===== src/rtl/clk_div_gen.sv =====
// Multi-channel divided-clock generator: per-channel 50 % duty square waves with programmable
// half-period, rising-edge ticks, glitch-free ratio updates and a global phase-align sync.
module clk_div_gen #(
  parameter int unsigned NUM_CH      = 4,
  parameter int unsigned DIV_W       = 8,
  parameter int unsigned DEFAULT_DIV = 5
) (
  input  logic                                           clk,
  input  logic                                           rst_n,
  input  logic [NUM_CH-1:0]                              en,
  input  logic                                           sync,
  input  logic                                           cfg_we,
  input  logic [((NUM_CH > 1) ? $clog2(NUM_CH) : 1)-1:0] cfg_ch,
  input  logic [DIV_W-1:0]                               cfg_div,
  output logic [NUM_CH-1:0]                              clk_out,
  output logic [NUM_CH-1:0]                              tick,
  output logic                                           cfg_err
);

  localparam int unsigned     CH_W   = (NUM_CH > 1) ? $clog2(NUM_CH) : 1;
  localparam logic [CH_W:0]   NumCh  = NUM_CH[CH_W:0];
  localparam logic [DIV_W-1:0] DivRst = DIV_W'(DEFAULT_DIV);
  localparam logic [DIV_W-1:0] One    = DIV_W'(1);

  logic [DIV_W-1:0]  cnt_q     [NUM_CH];
  logic [DIV_W-1:0]  cnt_d     [NUM_CH];
  logic [DIV_W-1:0]  div_act_q [NUM_CH];
  logic [DIV_W-1:0]  div_act_d [NUM_CH];
  logic [DIV_W-1:0]  div_shd_q [NUM_CH];
  logic [DIV_W-1:0]  div_shd_d [NUM_CH];
  logic [NUM_CH-1:0] pend_q, pend_d;
  logic [NUM_CH-1:0] out_q, out_d;
  logic [NUM_CH-1:0] tick_q, tick_d;
  logic              cfg_err_q, cfg_err_d;

  logic              cfg_bad;
  logic [NUM_CH-1:0] ch_wr, ch_last, ch_load;

  always_comb begin
    cfg_bad   = cfg_we && (({1'b0, cfg_ch} >= NumCh) || (cfg_div == '0));
    cfg_err_d = cfg_bad;
    ch_wr     = '0;
    ch_last   = '0;
    ch_load   = '0;
    pend_d    = pend_q;
    out_d     = out_q;
    tick_d    = '0;
    for (int i = 0; i < NUM_CH; i++) begin
      cnt_d[i]     = cnt_q[i];
      div_act_d[i] = div_act_q[i];
      div_shd_d[i] = div_shd_q[i];
      ch_wr[i]     = cfg_we && !cfg_bad && (cfg_ch == CH_W'(i));
      ch_last[i]   = (cnt_q[i] == (div_act_q[i] - One));

      // A load point is any idle edge, a sync in RUN, or the 1->0 toggle ending a full period.
      if (!en[i]) begin
        cnt_d[i]   = '0;
        out_d[i]   = 1'b0;
        ch_load[i] = 1'b1;
      end else if (sync) begin
        cnt_d[i]   = '0;
        out_d[i]   = 1'b0;
        ch_load[i] = 1'b1;
      end else if (ch_last[i]) begin
        cnt_d[i]   = '0;
        out_d[i]   = ~out_q[i];
        tick_d[i]  = ~out_q[i];
        ch_load[i] = out_q[i];
      end else begin
        cnt_d[i] = cnt_q[i] + One;
      end

      if (ch_wr[i]) begin
        div_shd_d[i] = cfg_div;
        if (ch_load[i]) begin
          div_act_d[i] = cfg_div;
          pend_d[i]    = 1'b0;
        end else begin
          pend_d[i] = 1'b1;
        end
      end else if (ch_load[i] && pend_q[i]) begin
        div_act_d[i] = div_shd_q[i];
        pend_d[i]    = 1'b0;
      end
    end
  end

  always_ff @(posedge clk or negedge rst_n) begin
    if (!rst_n) begin
      for (int i = 0; i < NUM_CH; i++) begin
        cnt_q[i]     <= '0;
        div_act_q[i] <= DivRst;
        div_shd_q[i] <= DivRst;
      end
      pend_q    <= '0;
      out_q     <= '0;
      tick_q    <= '0;
      cfg_err_q <= 1'b0;
    end else begin
      for (int i = 0; i < NUM_CH; i++) begin
        cnt_q[i]     <= cnt_d[i];
        div_act_q[i] <= div_act_d[i];
        div_shd_q[i] <= div_shd_d[i];
      end
      pend_q    <= pend_d;
      out_q     <= out_d;
      tick_q    <= tick_d;
      cfg_err_q <= cfg_err_d;
    end
  end

  assign clk_out = out_q;
  assign tick    = tick_q;
  assign cfg_err = cfg_err_q;

endmodule


===== config.mk =====
export PLATFORM = sky130hd
export DESIGN_NAME = clk_div_gen
export DESIGN_NICKNAME = d
export VERILOG_FILES = /design/src/rtl/clk_div_gen.sv
export SDC_FILE = /design/constraint.sdc
export NUM_CORES = 1
export LEC_CHECK = 0
export ABC_AREA = 1
export CORE_MARGIN = 5
export CORE_UTILIZATION = 55
export DETAILED_ROUTE_END_ITERATION = 10
export GPL_TIMING_DRIVEN = 0
export PLACE_DENSITY = 0.76
export SLEW_MARGIN = 40
export SYNTH_ARGS = -nofsm -noshare
export SYNTH_HDL_FRONTEND = slang
export SYNTH_SLANG_ARGS = --single-unit

===== constraint.sdc =====
create_clock -name clk -period 2 [get_ports clk]
set_input_delay 0.2 -clock clk [delete_from_list [all_inputs] [get_ports clk]]
set_output_delay 0.2 -clock clk [all_outputs]
set_load 0.02 [all_outputs]

After elaboration in Yosys (flattened, before gate mapping):

Index checks and enable logic that the tools add are counted.

* flip-flop bits (word level): 109
* input bits: 18

* add/sub/neg operators: 8
* equal/unequal tests: 15
* muxes and demuxes: 72
* bitwise gates (word level): 4
* reductions and logical operators: 21

Operator list (count)
* two-way mux 8 bit: 24
* two-way mux 1 bit: 48
* adder 8 x 1 -> 8 bit (second input constant): 4
* == test 8 bit: 4
* subtractor 8 x 1 -> 8 bit (second input constant): 4
* inequality test 3 x 1 -> 1 bit (second input constant): 4
* logical AND 1 bit: 10
* zero test 8 bit: 1
* inequality test 2 x 1 -> 1 bit (second input constant): 4
* AND reduction 2 bit: 4
* nonzero test 2 bit: 4
* == test 2 bit (second input constant): 2
* inverter 1 bit: 4
* == test 2 x 1 -> 1 bit (second input constant): 1
* zero test 2 bit: 1
* zero test 1 bit: 1

Depth between registers and ports, before layout:

* word-level depth: 8
* gate-level depth with buffers: 14
* mapped depth without buffers: 14

Least setup slack after synthesis:

Ideal clock, no wire load.

* kind: reg-to-reg
* start point: register div_act_q[8] in the netlist's numbering
* end point: register div_act_q[13] in the netlist's numbering
* data arrival time: 1.792 ns
* required time: 1.934 ns
* slack: 0.143 ns
* stages on the path, launching flop included: 13
* buffers on the path: 1
* cell sequence: dfstp_2 -> inv_1 -> ha_1 -> xor2_1 -> o21ai_0 -> nor2_1 -> nand2_1 -> nor2_1 -> nand2_2 -> nand2_4 -> buf_6 -> nand4_1 -> nand2_1

* longest elaborated chain between the ends: 8
* elaborated cells between the ends (all ways): 9

Ends and longest elaborated chain
* start, declared: line 27 `logic [DIV_W-1:0] div_act_q [NUM_CH];`
* start signal, assigned by index: line 92 `div_act_q[i] <= DivRst;`
* start signal, assigned by index: line 102 `div_act_q[i] <= div_act_d[i];`
* subtractor 8 x 1 -> 8 bit *: line 53 `ch_last[i] = (cnt_q[i] == (div_act_q[i] - One));`
* == test 8 bit *: line 53
* two-way mux 1 bit *: line 64 `end else if (ch_last[i]) begin`
* two-way mux 1 bit *: line 60 `end else if (sync) begin`
* two-way mux 1 bit *: line 56 `if (!en[i]) begin`
* logical AND 1 bit: line 81 `end else if (ch_load[i] && pend_q[i]) begin`
* nonzero test 2 bit (no source line)
* AND reduction 2 bit (no source line) *

Mark *: on every way between the ends. The rest lies on a longest branch, timed or not.
A chain may end at the register's enable or synchronous reset.

Worst setup path in the final report:

* start point: register div_act_q[8] in the netlist's numbering
* end point: register div_act_q[9] in the netlist's numbering

Same word-level chain as after synthesis.

==> impl_metrics.ini <==
[sta]
setup_viol = 0
slew_viol_final = 0
slew_headroom_pct = 73.59
maxClockFrequency_ghz = 0.5030
rsz0062_at_grt = yes
min_period_ns = 1.988
worst_slew_pin_slew_ns = 0.3961
timing.final.crit_share_pct = 99.41
fin_skew_ns = 0.006517
worst_slack_ns = 0.01173
fin_setup_tns_ns = 0
hold_viol = 0

[clock_tree]
htreeDepth = 3
root_buffer = clkbuf_8
clockBufferDepth = 2
numClockSinks = 109
cts_made_buffers = 9
cts_tree = yes
clock_latency_ns = 0.37
path_clk_slew_ns = 0.11

[worst_setup_path]
critPathRequiredTime_ns = 2.27
worstReg2RegStart = div_act_q[8]$_DFFE_PN1P_
r2r_cells = 12
cp.arrival_ns = 2.26
path_max_fanout = 8
cp-start-kind = register
worstSetupPathType = register to register
path_depth = 12
endpoint_kind = register
cp_slowest_cell = dfstp_2
r2r_end = div_act_q[9]$_DFFE_PN0P_
cp_top_family = simple AND/OR/NAND/NOR gates
r2r_setup_slack_ns = 0.01
critPathBufInv = 1
path_common_cell = nand2_2
crit_chain = inv_4 -> ha_4 -> xor2_1 -> o21ai_1 -> nor2_1 -> nand2_1 -> nor2_2 -> nand2_2 -> nand2_4 -> nand3_4 -> nand2_2 -> nand2_2
worstSetupStartpoint = div_act_q[8]$_DFFE_PN1P_
slowest_delay_ns = 0.57
critPathCapture = div_act_q[9]$_DFFE_PN0P_

[grt]
grt_pass1_wl_mm = 21.56
grt_overflow = 0
groute.usage.overall_pct = 20.19
antenna_found_initial = 0
grt_max_degree = 60
grt_pass1_vias = 4797

[placement]
place_hpwl_mm = 8.753
portBuffers = 25
gp_congestion = 0.8437
dp_slack_ns = -0.1081
place_inst = 890

[power_and_ir_drop]
p_total_mw = 6.400
p_per_area_mw_per_mm2 = 923.5
ir_worst_vdd_uv = 453.6
leakage_nw = 3.411

[finish]
num-fill-cells = 846
area_growth_pct = 17.35
antenna_cells = 0
layout.nets = 816
layout.cells.non_filler = 931
drive_above_1_share_pct = 19.75
final_core_util_pct = 66.53

[synthesis]
synth_seq_cells = 109
synth_warnings = 0
synth_top_area_cell = dfrtp_1
synth-async-reset-ratio_pct = 100.0
synth_nets = 754
yosysSeqAreaShare_pct = 46.53
postSynthCellCount = 728
synthTopCellsByArea = dfrtp_1 (39%), nand2_1 (15%), nand4_1 (7.3%)
synthFlopType = dfrtp_1
ys_types = 32
syn_area_mm2 = 0.005906
yosysTopAreaCellShare_pct = 39.41
avgSynthCellArea_um2 = 8.112
synth-edff-count = 0
synthTopCellsByCount = nand2_1 (238), dfrtp_1 (93), inv_1 (71)
yosysMostFrequentCell = nand2_1

[routing]
dr.pass1.iters = 5
wl_per_cell_um = 13.40
via_count = 4927
drc = 0
vias_per_cell = 5.292
wl_mm = 12.48
dr.first_iter.drc_count = 317
antenna_left = 0

[die]
ios = 27
num_rows = 37
die_area_mm2 = 0.01291
core_area_mm2 = 0.01042
die_w_um = 113.6
start_util_pct = 56.70
die_h_um = 113.6

[hold_path]
hp-class = input port to register

[status]
status = finished, final reports clean

[flow_run]
drv_cap = 0
==> power by group <==
group	switching, mW	internal, mW
clock	0.781	0.595
combinational	1.27	0.902
sequential	0.291	2.56
==> worst min-delay path: cells and delay by family <==
family,cells,cell delay (ns)
buffers and inverters,1,0.18
and+or+nand+nor,2,0.20
==> worst min path at each step <==
| stage | from | end | cells past startpoint |
|---|---|---|---|
| after global placement | div_shd_q[3]$_DFFE_PN0P_ | div_shd_q[3]$_DFFE_PN0P_ | 2 |
| after floorplan | rst_n | cfg_err$_DFF_PN0_ | 0 |
| final | cfg_we | div_shd_q[27]$_DFFE_PN0P_ | 3 |
| after CTS | cfg_we | div_shd_q[27]$_DFFE_PN0P_ | 3 |
| after detailed placement | rst_n | cnt_q[27]$_DFF_PN0_ | 1 |
| after global routing | cfg_we | div_shd_q[31]$_DFFE_PN0P_ | 3 |
==> registers in the layout (all words and copies together), names as in the netlist <==
signal     flops
cfg_err        1
clk_out        4
cnt_q         32
div_act_q     32
div_shd_q     32
pend_q         4
tick           4
==> routing by layer <==
| layer | wire [um] | track usage (%) |
|---|---|---|
| met5 | 0 | 0 |
| met3 | 339 | 2.759 |
| met4 | 304 | 8.814 |
| met2 | 6054 | 31.41 |
| met1 | 5776 | 28.35 |
==> metrics by stage <==
stage	hold WS, ns	area [um^2]
CTS	0.2401	6716
global placement	0.4600	6326
floorplan	-0.09559	5906
finish	0.2637	6930
global route	0.2701	6930
detailed placement	0.1347	6359
==> what timing repair did <==
action,in CTS,in global routing
setup buffers,9,13
endpoints found under the setup margin,53,66
resized for setup,15,37
hold endpoints to repair,41,0
pin swaps,16,31
hold buffers,1,0
cloned,2,1
==> placed cells by master (no fill, tap or decap), types with 4 or more instances in the layout <==
cell,Yosys,routed
clkdlybuf4s50_1,0,24
nand4_1,69,69
ha_1,8,4
a21boi_0,4,4
buf_8,2,4
nand3_4,4,4
nand3_2,8,8
o21ai_1,5,8
inv_1,71,65
nand2_4,8,8
buf_6,2,4
xnor2_1,14,14
clkbuf_8,0,9
nand2_2,6,26
buf_2,7,8
o21ai_0,7,4
nor2_1,70,62
dfrtp_1,93,93
inv_2,2,5
buf_4,0,18
a21oi_1,6,5
nor3b_1,5,4
nor3_1,6,6
xor2_1,21,21
nand3_1,29,29
nand2_1,238,218
dfstp_2,16,16
nor2_2,15,23
==> cells by family after synthesis <==
kind of cell	count (synthesis)	synth area share (%)
fa+ha+maj	8	1.695
flops	109	46.53
xor+xnor	35	5.191
compound gates	22	2.034
simple gates	465	38.11
buf+inv	89	6.441
==> layout make-up <==
class	instances	area [um^2]	area share (%)
buffer	14	102.6	1.480
tap	136	170.2	2.455
inverter	75	289.0	4.170
clock buffer	9	123.9	1.787
timing repair buffer	51	519.2	7.492
sequential	109	2748	39.65
multi-input combinational	530	2897	41.79
clock inverter	7	81.33	1.173
Note: power is estimated with default switching activity, not from simulation.
